[src/rtl/cell_probe_pkg.sv]
// Shared types and constants for the two-input cell prober.
// Holds the sequencer state encoding and the truth tables for common cells.
package cell_probe_pkg;

   typedef enum logic [2:0] {
      IDLE,
      DRIVE,
      SETTLE,
      SAMPLE,
      DONE
   } state_t;

   // Truth tables are indexed by {A,B}: bit 0 is A=0,B=0.
   localparam logic [3:0] TRUTH_NOR   = 4'b0001;
   localparam logic [3:0] TRUTH_NAND  = 4'b0111;
   localparam logic [3:0] TRUTH_INV_A = 4'b0011;

   function automatic logic truth_lookup(input logic [3:0] truth, input logic [1:0] vec);
      return truth[vec];
   endfunction

endpackage

[src/rtl/sync2.sv]
// Two-flop synchronizer for a single asynchronous level, cleared by reset.
// Latency two clk cycles; no flow control.
module sync2 (
   input  logic clk,
   input  logic rst,
   input  logic d,
   output logic q
);

   logic meta;

   always_ff @(posedge clk) begin
      if (rst) begin
         meta <= 1'b0;
         q    <= 1'b0;
      end else begin
         meta <= d;
         q    <= meta;
      end
   end

endmodule

[src/rtl/cell_probe.sv]
// Sweeps the four {A,B} vectors into a cell, compares synchronized Y to a latched truth table.
// Run length PASSES*4*(SETTLE_CYCLES+2) cycles; start ignored while busy. CELL_PROBE_CAPTURE_EN enables fail_vec.
module cell_probe
   import cell_probe_pkg::*;
#(
   parameter int unsigned SETTLE_CYCLES = 4,
   parameter int unsigned PASSES        = 1
) (
   input  logic       clk,
   input  logic       rst,
   input  logic       start,
   input  logic [3:0] truth,
   output logic       drive_a,
   output logic       drive_b,
   input  logic       sense_y,
   output logic       busy,
   output logic       done,
   output logic       pass,
   output logic [7:0] err_count,
   output logic [2:0] fail_vec
);

   localparam logic [7:0] SETTLE_LAST = 8'(SETTLE_CYCLES - 1);
   localparam logic [3:0] PASS_LAST   = 4'(PASSES - 1);

   state_t     state;
   state_t     state_nxt;
   logic [1:0] vec;
   logic [3:0] pass_cnt;
   logic [7:0] settle_cnt;
   logic [3:0] truth_q;
   logic       y_sync;
   logic       mismatch;
   logic [7:0] err_nxt;

   sync2 u_sync_y (
      .clk (clk),
      .rst (rst),
      .d   (sense_y),
      .q   (y_sync)
   );

   always_comb begin
      state_nxt = state;
      busy      = 1'b0;
      done      = 1'b0;
      case (state)
         IDLE: begin
            if (start) state_nxt = DRIVE;
         end
         DRIVE: begin
            busy      = 1'b1;
            state_nxt = SETTLE;
         end
         SETTLE: begin
            busy = 1'b1;
            if (settle_cnt == SETTLE_LAST) state_nxt = SAMPLE;
         end
         SAMPLE: begin
            busy = 1'b1;
            if (vec == 2'd3 && pass_cnt == PASS_LAST) state_nxt = DONE;
            else                                      state_nxt = DRIVE;
         end
         DONE: begin
            done      = 1'b1;
            state_nxt = IDLE;
         end
         default: state_nxt = IDLE;
      endcase
      drive_a = busy & vec[1];
      drive_b = busy & vec[0];
   end

   // The count saturates rather than wrapping so a badly broken cell never reads as passing.
   always_comb begin
      mismatch = (state == SAMPLE) && (y_sync != truth_lookup(truth_q, vec));
      err_nxt  = err_count;
      if (mismatch && err_count != 8'hFF) err_nxt = err_count + 8'd1;
   end

   always_ff @(posedge clk) begin
      if (rst) begin
         state      <= IDLE;
         vec        <= 2'd0;
         pass_cnt   <= 4'd0;
         settle_cnt <= 8'd0;
         truth_q    <= 4'd0;
         err_count  <= 8'd0;
         pass       <= 1'b0;
      end else begin
         state <= state_nxt;
         case (state)
            IDLE: begin
               if (start) begin
                  truth_q   <= truth;
                  err_count <= 8'd0;
                  pass      <= 1'b0;
                  vec       <= 2'd0;
                  pass_cnt  <= 4'd0;
               end
            end
            DRIVE:  settle_cnt <= 8'd0;
            SETTLE: settle_cnt <= settle_cnt + 8'd1;
            SAMPLE: begin
               err_count <= err_nxt;
               vec       <= vec + 2'd1;
               if (vec == 2'd3) pass_cnt <= pass_cnt + 4'd1;
               if (state_nxt == DONE) pass <= (err_nxt == 8'd0);
            end
            default: ;
         endcase
      end
   end

`ifdef CELL_PROBE_CAPTURE_EN
   logic [2:0] fail_vec_q;

   // Bit 2 doubles as the "already captured" flag so only the first mismatch is kept.
   always_ff @(posedge clk) begin
      if (rst) begin
         fail_vec_q <= 3'b000;
      end else if (state == IDLE && start) begin
         fail_vec_q <= 3'b000;
      end else if (mismatch && !fail_vec_q[2]) begin
         fail_vec_q <= {1'b1, vec};
      end
   end

   assign fail_vec = fail_vec_q;
`else
   assign fail_vec = 3'b000;
`endif

endmodule

[config.mk]
export PLATFORM = sky130hd
export DESIGN_NAME = cell_probe
export DESIGN_NICKNAME = d
export VERILOG_FILES = /design/src/rtl/cell_probe_pkg.sv /design/src/rtl/sync2.sv /design/src/rtl/cell_probe.sv
export SDC_FILE = /design/constraint.sdc
export NUM_CORES = 1
export LEC_CHECK = 0
export CAP_MARGIN = 10
export CORE_ASPECT_RATIO = 0.5
export CORE_UTILIZATION = 35
export CTS_CLUSTER_SIZE = 12
export DETAILED_ROUTE_END_ITERATION = 7
export GPL_ROUTABILITY_DRIVEN = 0
export PLACE_DENSITY = 0.53
export SLEW_MARGIN = 20
export SYNTH_ARGS = -nofsm -noshare
export SYNTH_HDL_FRONTEND = slang
export SYNTH_HIERARCHICAL = 1
export SYNTH_SLANG_ARGS = --single-unit
[constraint.sdc]
create_clock -name clk -period 4.45 [get_ports clk]
set_clock_uncertainty 0.2 [all_clocks]
set_input_delay 0.6675 -clock clk [delete_from_list [all_inputs] [get_ports clk]]
set_output_delay 0.6675 -clock clk [all_outputs]
set_load 0.1 [all_outputs]
==> flow_summary.json <==
{
  "synthFlopType": "dfxtp_1",
  "hpwl_microns": 2779,
  "fin_ws_ns": 1.076,
  "wl_per_cell_microns": 13.11,
  "fin_util_pct": 46.06,
  "grt_setup_unrepaired": "no",
  "crit_arrival_ns": 2.51,
  "pre_cts_slack_ns": 1.377,
  "synth_area_leaders": "dfxtp_1, a21oi_1, nand2_1, nor2_1, o21ai_0",
  "p_leak_nw": 0.7531,
  "netlist_instances": 229,
  "num-fill-cells": 476,
  "end_kind": "output port",
  "pin_count": 24,
  "synth_edf_count": 0,
  "final.period_utilization_pct": 75.82,
  "yosysUniqueCellTypes": 42,
  "postCtsHoldBufs": 0,
  "critPathMaxFanout": 18,
  "post-route-min-period_ns": 3.374,
  "synth_area_leader_cell": "dfxtp_1",
  "tritoncts": "yes",
  "drt_iter0_markers": 51,
  "placed_cell_area_sq_mm": 0.002009,
  "viasPerCell": 5.277,
  "setup_viol": 0,
  "cts_root_buffer": "clkbuf_8",
  "synth_area_sq_mm": 0.001783,
  "cp-start-kind": "flop",
  "clock_path_buffers": 2,
  "grt_pass1_wl_microns": 6831,
  "yosysSeqAreaShare_pct": 35.93,
  "cts_sinks": 32,
  "yosysWarningCount": 6,
  "post_cts_resized": 0,
  "grt_antenna_before_repair": 0,
  "design_area_sq_mm": 0.002136,
  "maxCapViolCount": 0,
  "num_rows": 17,
  "clock_latency_ns": 0.29,
  "die_w_microns": 102.9,
  "power_w": 0.0007079,
  "initial_utilization_pct": 38.45,
  "hold_violations": 0,
  "synth.top_cell.area_share_pct": 35.93,
  "syn_to_final_growth_pct": 19.79,
  "io_buffers": 20,
  "irDropWorstVdd_v": 0.0001217,
  "ant_nets": 0,
  "synthArstFlopShare_pct": 0,
  "avgSynthCellArea_sq_um": 7.786,
  "cts_made_buffers": 5,
  "h-tree-depth": 2,
  "design.core.area_sq_mm": 0.004637,
  "nNetsFinal": 257,
  "worstSetupPathType": "flop to output port",
  "drive_above_1_share_pct": 6.122,
  "grt_overflow": 0,
  "routed_wl_microns": 4076,
  "finalSetupTns_ns": 0,
  "grtUsageTotal_pct": 17.12,
  "outcome": "completed",
  "powerDensity_mw_per_mm2": 331.4,
  "dieArea_sq_mm": 0.005401,
  "path_clk_slew_ns": 0.07,
  "ys_seq_elements": 32,
  "final_max_slew_viol_count": 0,
  "fp.dieH_microns": 52.47,
  "vias": 1641,
  "maxSlewHeadroom_pct": 34.69,
  "required_ns": 3.58,
  "min_path_type": "flop to flop",
  "antennaDiodeCount": 0,
  "drc": 0,
  "post-cts-setup-buffers": 0,
  "first_pass_iters": 4,
  "worstMarginPinSlew_ns": 0.9766,
  "grt_max_degree": 31,
  "max_freq_mhz": 296.4,
  "first_global_vias": 1372
}
==> through the flow <==
step | cells | hold slack, ns
after floorplan | 231 | 0.2138
after global placement | 303 | 0.2446
after detailed placement | 303 | 0.2484
after CTS | 311 | 0.2583
after global routing | 311 | 0.2720
final | 311 | 0.2585
==> critical path, cell delays in order, from the launching register on <==
cell             delay, ns
dfxtp_1               0.68
nor2_1                0.10
nor2_1                0.16
and2_1                0.14
clkdlybuf4s50_1       1.13
==> sequential cells by signal, indices dropped and copies added, names as in the netlist <==
name	flops
err_count	8
pass_cnt	4
pass	1
u_sync_y/q	1
vec	2
state	3
u_sync_y/meta	1
truth_q	4
settle_cnt	8
==> worst paths after layout <==
path / slack, ns / depth (start not counted) / to / startpoint
worst max-delay path: 1.08 / 4 / drive_a / state[1]$_SDFF_PP0_
worst min-delay path: 0.26 / 2 / truth_q[3]$_SDFFE_PP0P_ / truth_q[3]$_SDFFE_PP0P_
worst max register to register: 1.96 / 6 / pass$_SDFFE_PP0P_ / state[1]$_SDFF_PP0_
worst min register to register: 0.26 / 2 / truth_q[3]$_SDFFE_PP0P_ / truth_q[3]$_SDFFE_PP0P_
==> cell families after synthesis <==
family | after synthesis | synth area share, %
simple gates | 99 | 27.02
compound gates | 61 | 20.28
flops | 32 | 35.93
buf+inv | 19 | 5.052
xor+xnor | 7 | 4.491
fa+ha+maj | 5 | 3.509
mux | 5 | 3.509
other cells | 1 | 0.2103
==> layout by cell type (no fill, tap or decap), types with 6 or more instances in the layout <==
| cell | count |
|---|---|
| nand2_1 | 32 |
| a21oi_1 | 25 |
| nor3_1 | 6 |
| clkbuf_8 | 7 |
| and3_1 | 6 |
| nor2_1 | 22 |
| o21ai_0 | 14 |
| dfxtp_1 | 32 |
| clkdlybuf4s50_1 | 20 |
| nand3_1 | 10 |
==> where the power goes <==
| group | internal (W) | switching (W) |
|---|---|---|
| clock network | 0.000198 | 0.000116 |
| registers | 0.000293 | 0.00000875 |
| logic | 0.0000282 | 0.0000637 |
==> routing by layer <==
| metal | vias to the layer above | part of all wire (%) | GRT usage [%] |
|---|---|---|---|
| met5 | - | 0 | 0 |
| met4 | 0 | 1.2 | 7.746 |
| met3 | 4 | 5.2 | 4.800 |
| met2 | 36 | 42 | 23.67 |
| met1 | 755 | 52 | 24.31 |
| li1 | 846 | - | - |
==> area by class of cell <==
cell class                 count  area [sq um]  share of cell area (%)
multi-input combinational    180          1060                   49.62
timing repair buffer          22         215.2                   10.08
clock inverter                 1         30.03                   1.406
tap                           66         82.58                   3.866
inverter                       3         11.26                  0.5272
clock buffer                   7         96.34                   4.511
sequential                    32         640.6                   29.99
==> synthesized netlist by cell type, drive strengths merged, types with 3 or more instances <==
master / n
and2: 3
a211oi: 4
ha: 5
dfxtp: 32
clkbuf: 8
nand4: 5
a21oi: 25
o21ai: 15
nor2b: 3
inv: 3
nand3: 10
a31oi: 4
nor4: 3
and3: 6
a22oi: 4
nor3: 7
nor2: 22
xnor2: 5
mux2i: 4
nand2: 32
buf: 8
Note: power is estimated with default switching activity, not from simulation.
